--- src/rtl/load_store_unit.sv ---
// load_store_unit: bridges one byte-addressed load/store request onto a
// word-addressed synchronous data memory. Handles byte-lane extraction with
// sign/zero extension, read-modify-write for sub-word stores off lane 0, and
// a one-cycle response pulse.
//
// Ports:
//   Clk, Reset                - clock, asynchronous active-low reset
//   req_valid/req_ready       - request handshake (ready only in IDLE)
//   req_op/req_addr/req_wdata - operation, byte address, store data
//   resp_valid/rdata/err      - response pulse, load data or SC status, error flag
//   mem_ad/mem_wrdata/mem_wr  - memory word address, write data, write strobe code
//   mem_cut_sel               - memory lane select, tied to full word
//   mem_rdata                 - memory read data (one cycle after mem_ad)
//
// Optional feature: define LSU_LLSC_EN to enable LL/SC with a one-entry
// reservation. Without it, ops 12 and 13 are illegal.
module load_store_unit #(
    parameter int unsigned ADDR_W = 6
) (
    input  logic              Clk,
    input  logic              Reset,
    input  logic              req_valid,
    output logic              req_ready,
    input  logic [3:0]        req_op,
    input  logic [31:0]       req_addr,
    input  logic [31:0]       req_wdata,
    output logic              resp_valid,
    output logic [31:0]       resp_rdata,
    output logic              resp_err,
    output logic [ADDR_W-1:0] mem_ad,
    output logic [31:0]       mem_wrdata,
    output logic [2:0]        mem_wr,
    output logic [1:0]        mem_cut_sel,
    input  logic [31:0]       mem_rdata
);

    localparam logic [3:0] OP_LW  = 4'd0;
    localparam logic [3:0] OP_LB  = 4'd1;
    localparam logic [3:0] OP_LBU = 4'd2;
    localparam logic [3:0] OP_LH  = 4'd3;
    localparam logic [3:0] OP_LHU = 4'd4;
    localparam logic [3:0] OP_SW  = 4'd8;
    localparam logic [3:0] OP_SB  = 4'd9;
    localparam logic [3:0] OP_SH  = 4'd10;
`ifdef LSU_LLSC_EN
    localparam logic [3:0] OP_LL  = 4'd12;
    localparam logic [3:0] OP_SC  = 4'd13;
`endif

    localparam logic [2:0] WR_WORD = 3'd1;
    localparam logic [2:0] WR_BYTE = 3'd2;
    localparam logic [2:0] WR_HALF = 3'd4;

    typedef enum logic [2:0] {IDLE, RD, WAIT, WR, RESP} state_t;

    state_t      state;
    logic [3:0]  op_q;
    logic [1:0]  lane_q;
    logic [31:0] wdata_q;
    logic        rmw_q;

    logic        legal_c, load_c, store_c, need_word_c, need_half_c, err_c, rmw_c;
    logic [2:0]  wr_code_c;
    logic [7:0]  byte_c;
    logic [15:0] half_c;
    logic [31:0] load_val_c, merge_val_c;

`ifdef LSU_LLSC_EN
    logic              sc_c;
    logic              sc_ok_c;
    logic              resv_valid;
    logic [ADDR_W-1:0] resv_word;

    assign sc_ok_c = resv_valid && (resv_word == req_addr[ADDR_W+1:2]);
`endif

    assign mem_cut_sel = 2'b00;

    // Request decode and accept-time error check
    always_comb begin
        legal_c     = 1'b0;
        load_c      = 1'b0;
        store_c     = 1'b0;
        need_word_c = 1'b0;
        need_half_c = 1'b0;
        wr_code_c   = WR_WORD;
`ifdef LSU_LLSC_EN
        sc_c        = 1'b0;
`endif
        case (req_op)
            OP_LW:         begin legal_c = 1'b1; load_c = 1'b1; need_word_c = 1'b1; end
            OP_LB, OP_LBU: begin legal_c = 1'b1; load_c = 1'b1; end
            OP_LH, OP_LHU: begin legal_c = 1'b1; load_c = 1'b1; need_half_c = 1'b1; end
            OP_SW:         begin legal_c = 1'b1; store_c = 1'b1; need_word_c = 1'b1; end
            OP_SB:         begin legal_c = 1'b1; store_c = 1'b1; wr_code_c = WR_BYTE; end
            OP_SH: begin
                legal_c = 1'b1; store_c = 1'b1; need_half_c = 1'b1; wr_code_c = WR_HALF;
            end
`ifdef LSU_LLSC_EN
            OP_LL:         begin legal_c = 1'b1; load_c = 1'b1; need_word_c = 1'b1; end
            OP_SC:         begin legal_c = 1'b1; sc_c = 1'b1; need_word_c = 1'b1; end
`endif
            default: ;
        endcase
        err_c = !legal_c
              || (need_word_c && (req_addr[1:0] != 2'b00))
              || (need_half_c && req_addr[0])
              || (req_addr[31:ADDR_W+2] != '0);
        // Only SB/SH can reach here off lane 0; those need read-modify-write
        rmw_c = store_c && (req_addr[1:0] != 2'b00);
    end

    // Lane extraction for loads and lane merge for sub-word stores
    always_comb begin
        byte_c = mem_rdata[{lane_q, 3'b000} +: 8];
        half_c = lane_q[1] ? mem_rdata[31:16] : mem_rdata[15:0];
        case (op_q)
            OP_LB:   load_val_c = {{24{byte_c[7]}}, byte_c};
            OP_LBU:  load_val_c = {24'd0, byte_c};
            OP_LH:   load_val_c = {{16{half_c[15]}}, half_c};
            OP_LHU:  load_val_c = {16'd0, half_c};
            default: load_val_c = mem_rdata;
        endcase
        merge_val_c = mem_rdata;
        if (op_q == OP_SH) begin
            if (lane_q[1]) merge_val_c[31:16] = wdata_q[15:0];
            else           merge_val_c[15:0]  = wdata_q[15:0];
        end else begin
            merge_val_c[{lane_q, 3'b000} +: 8] = wdata_q[7:0];
        end
    end

    // Control FSM with registered outputs
    always_ff @(posedge Clk or negedge Reset) begin
        if (!Reset) begin
            state      <= IDLE;
            req_ready  <= 1'b1;
            resp_valid <= 1'b0;
            resp_rdata <= 32'd0;
            resp_err   <= 1'b0;
            mem_ad     <= '0;
            mem_wrdata <= 32'd0;
            mem_wr     <= 3'd0;
            op_q       <= 4'd0;
            lane_q     <= 2'd0;
            wdata_q    <= 32'd0;
            rmw_q      <= 1'b0;
`ifdef LSU_LLSC_EN
            resv_valid <= 1'b0;
            resv_word  <= '0;
`endif
        end else begin
            resp_valid <= 1'b0;
            mem_wr     <= 3'd0;
            case (state)
                IDLE: begin
                    if (req_valid) begin
                        req_ready  <= 1'b0;
                        op_q       <= req_op;
                        lane_q     <= req_addr[1:0];
                        wdata_q    <= req_wdata;
                        rmw_q      <= rmw_c;
                        mem_ad     <= req_addr[ADDR_W+1:2];
                        resp_rdata <= 32'd0;
                        resp_err   <= 1'b0;
                        if (err_c) begin
                            state      <= RESP;
                            resp_valid <= 1'b1;
                            resp_err   <= 1'b1;
                        end else if (load_c || rmw_c) begin
                            state <= RD;
`ifdef LSU_LLSC_EN
                        end else if (sc_c) begin
                            // SC outcome is fixed here; a failed SC passes WR without writing
                            state      <= WR;
                            resv_valid <= 1'b0;
                            mem_wrdata <= req_wdata;
                            if (sc_ok_c) begin
                                mem_wr     <= WR_WORD;
                                resp_rdata <= 32'd1;
                            end
`endif
                        end else begin
                            state      <= WR;
                            mem_wr     <= wr_code_c;
                            mem_wrdata <= req_wdata;
                        end
                    end
                end
                RD: state <= WAIT;
                WAIT: begin
                    if (rmw_q) begin
                        state      <= WR;
                        mem_wr     <= WR_WORD;
                        mem_wrdata <= merge_val_c;
                    end else begin
                        state      <= RESP;
                        resp_valid <= 1'b1;
                        resp_rdata <= load_val_c;
`ifdef LSU_LLSC_EN
                        if (op_q == OP_LL) begin
                            resv_valid <= 1'b1;
                            resv_word  <= mem_ad;
                        end
`endif
                    end
                end
                WR: begin
                    state      <= RESP;
                    resp_valid <= 1'b1;
`ifdef LSU_LLSC_EN
                    if ((mem_wr != 3'd0) && (mem_ad == resv_word)) resv_valid <= 1'b0;
`endif
                end
                RESP: begin
                    state     <= IDLE;
                    req_ready <= 1'b1;
                end
                default: state <= IDLE;
            endcase
        end
    end

endmodule

--- config.mk ---
export PLATFORM = sky130hd
export DESIGN_NAME = load_store_unit
export DESIGN_NICKNAME = d
export VERILOG_FILES = /design/src/rtl/load_store_unit.sv
export SDC_FILE = /design/constraint.sdc
export NUM_CORES = 1
export LEC_CHECK = 0
export BUFFER_PORTS_ARGS = -buffer_cell sky130_fd_sc_hd__clkbuf_2
export CELL_PAD_IN_SITES_DETAIL_PLACEMENT = 1
export CELL_PAD_IN_SITES_GLOBAL_PLACEMENT = 1
export CORE_AREA = 2 2 120 122
export DETAILED_ROUTE_END_ITERATION = 8
export DIE_AREA = 0 0 122 124
export PLACE_DENSITY = 0.87
export SYNTH_ARGS = -nofsm -noshare
export SYNTH_HDL_FRONTEND = slang
export SYNTH_SLANG_ARGS = --single-unit
--- constraint.sdc ---
create_clock -name Clk -period 4.8 [get_ports Clk]
set_clock_uncertainty 0.1 [all_clocks]
set_input_delay 0.24 -clock Clk [delete_from_list [all_inputs] [get_ports Clk]]
set_output_delay 0.24 -clock Clk [all_outputs]
set_load 0.1 [all_outputs]
==> impl_metrics.tcl <==
set metrics [dict create \
    status "complete, no violations" \
    port_buffers 178 \
    drc 0 \
    min_period_ps 3320 \
    grt_use_total_pct 26.4 \
    synth_edf_count 0 \
    die_h_um 124 \
    r2r_slack_ps 1480 \
    maxSlewHeadroom_pct 13.3 \
    grt_pass1_vias 5458 \
    syn2layout_area_growth_pct 22.4 \
    yosysWarnings 0 \
    cts_setup_buffers 0 \
    power_density_nw_per_um2 308 \
    synth_seq_cells 102 \
    final_hold_viol_count 0 \
    drt-pass1-iter-count 5 \
    final_cell_mix "clkbuf_2 (177), dfrtp_1 (101), nor2_1 (72), nand2_1 (47), mux2_2 (34)" \
    cts_tree "yes" \
    endpoint "mem_wrdata[20]" \
    rsz0062_at_grt "no" \
    wirelength_mm 19.6 \
    critPathCaptureType "flop" \
    fill_cells 1596 \
    cts_made_buffers 9 \
    syn_area_sq_um 5710 \
    irDropWorstVdd_mv 0.194 \
    worst_pin_slew_ps 1300 \
    die-area_sq_um 15100 \
    avgSynthCellArea_sq_um 10.6 \
    cp.required_ps 5010 \
    setup_tns_ps 0 \
    crit_arrival_ps 3530 \
    place_ws_ps 1580 \
    detail-route-antenna-nets 0 \
    critPathMaxFanout 20 \
    die_w_um 122 \
    clock.fmax_mhz 301 \
    maxCapViolations 0 \
    mostFrequentLayoutCell "clkbuf_2" \
    drt_iter0_markers 353 \
    ff2ff_path_depth 7 \
    p_leak_nw 3.49 \
    vias 5253 \
    synth_cell_type_count 60 \
    wl_met1_mm 8.12 \
    grt_pass1_wl_mm 30.1 \
    path_clk_slew_ps 70 \
    drive_gt1_share_pct 40.9 \
    wl_per_cell_um 22.1 \
    place_congestion 0.888 \
    final_nets 810 \
    worstSetupPathType "reg -> reg" \
    finalSetupViolations 0 \
    synth-main-ff-cell "dfrtp_1" \
    num_rows 43 \
    cts_buffer_depth 2 \
    startpoint "lane_q[1]" \
    start_util_pct 41.6 \
    ios 181 \
    cts.sink_count 102 \
    ys_seq_area_share_pct 44.7 \
    wl_met2_mm 9.33 \
    coreArea_sq_um 13700 \
    diodes 0 \
    highest_layer "met4" \
    grt_overflow 0 \
    rr_startpoint "lane_q[1]" \
    fin_crit_sh_pct 69.2 \
    hold_class "in -> reg" \
    cts_root_buf "clkbuf_16" \
    start_kind "flop" \
    r2r-end "mem_wrdata[20]" \
    slew_viol_final 0 \
    antenna_found_initial 0 \
    post-route-worst-setup-slack_ps 1480 \
    cts.htree.levels 3 \
    viasPerCell 5.92 \
    syn_inst 541 \
    clk_latency_ps 360 \
    synthArstFlopShare_pct 100 \
    grt_max_degree 57 \
    place_hpwl_mm 14.9 \
    wl_met3_mm 1.45 \
]
==> sequential cells by signal (all words and copies together) (netlist names) <==
register    flops
mem_wrdata     32
resp_rdata     32
wdata_q        16
mem_ad          6
op_q            4
mem_wr          3
state           3
lane_q          2
req_ready       1
resp_err        1
resp_valid      1
rmw_q           1
==> repair_timing <==
| item | 4_1_cts | 5_1_grt |
|---|---|---|
| hold endpoints to repair | 47 | 0 |
| gates resized for setup | 0 | 0 |
| hold buffers | 2 | 0 |
| endpoints found under the setup margin | 0 | 0 |
==> cell usage after synthesis (5+ instances only) <==
library cell  count  area share (%)
a21o_1            8             1.1
a21oi_1          32             2.8
a221o_1           7             1.2
a221oi_1         33             5.1
a32o_1            7             1.2
and2_1            8            0.88
buf_2            11            0.96
buf_6             6             1.2
clkbuf_1         16             1.1
dfrtp_1         101              44
ha_1              5             1.1
inv_1             6            0.39
mux2_2           34             6.7
mux2_4           30             7.9
mux2i_1           8             1.4
nand2_1          47             3.1
nand2b_1          6            0.66
nor2_1           73             4.8
nor3_1            5            0.44
nor4_1            7            0.77
o21ai_0          22             1.9
o21ai_2          10             1.5
==> logic make-up after synthesis <==
logic type	synth area share, %
other	0.0657
adder cells (fa/ha/maj)	1.10
AO/OA/AOI/OAI	18.7
multiplexers	16.4
buffers and inverters	4.18
AND/OR/NAND/NOR	14.4
flip-flops	44.7
XOR/XNOR	0.460
==> through the flow <==
step	util, %	instance area (sq um)	hold slack, ps	total power, mW	cells
2_1_floorplan	-	5710	-156	1.24	542
3_3_place_gp	48.6	6670	170	1.38	869
3_5_place_dp	48.6	6670	196	1.41	869
4_1_cts	51.0	6990	0.229	2.16	887
5_1_grt	51.0	6990	1.87	2.23	887
6_report	51.0	6990	8.72	2.15	887
==> metal layers <==
metal	vias up	global-route usage, %
li1	2302	-
met1	2644	33.5
met2	261	43.5
met3	46	6.64
met4	0	10.6
met5	-	0
==> how the worst min path moves through the flow <==
stage | startpoint | to | slack [ps] | cells past startpoint
finish | req_addr[3] | mem_ad[1] | 9 | 2
floorplan | Reset | lane_q[0] | -160 | 0
CTS | req_addr[6] | mem_ad[4] | 0.2 | 2
global route | req_addr[6] | mem_ad[4] | 2 | 2
global placement | Reset | mem_wrdata[29] | 170 | 1
detailed placement | Reset | mem_wrdata[28] | 200 | 1
==> where the power goes <==
group	switching (mW)	internal, mW
sequential	0.0723	0.896
clock	0.347	0.406
combinational	0.287	0.142
==> worst max-delay path: stages (launching register included) <==
cell,delay [ps]
dfrtp_1,840
inv_2,230
ha_1,410
or4bb_1,510
mux2i_1,610
a221oi_1,230
nor2_1,180
mux2_4,160
==> layout make-up <==
class / count / area, sq um / share of cell area [%]
multi-input combinational: 396 / 2930 / 41.9
sequential: 102 / 2550 / 36.5
timing repair buffer: 186 / 958 / 13.7
clock buffer: 9 / 225 / 3.22
tap: 180 / 225 / 3.22
clock inverter: 7 / 73.8 / 1.06
inverter: 7 / 26.3 / 0.376
(Power assumes the default switching activity.)
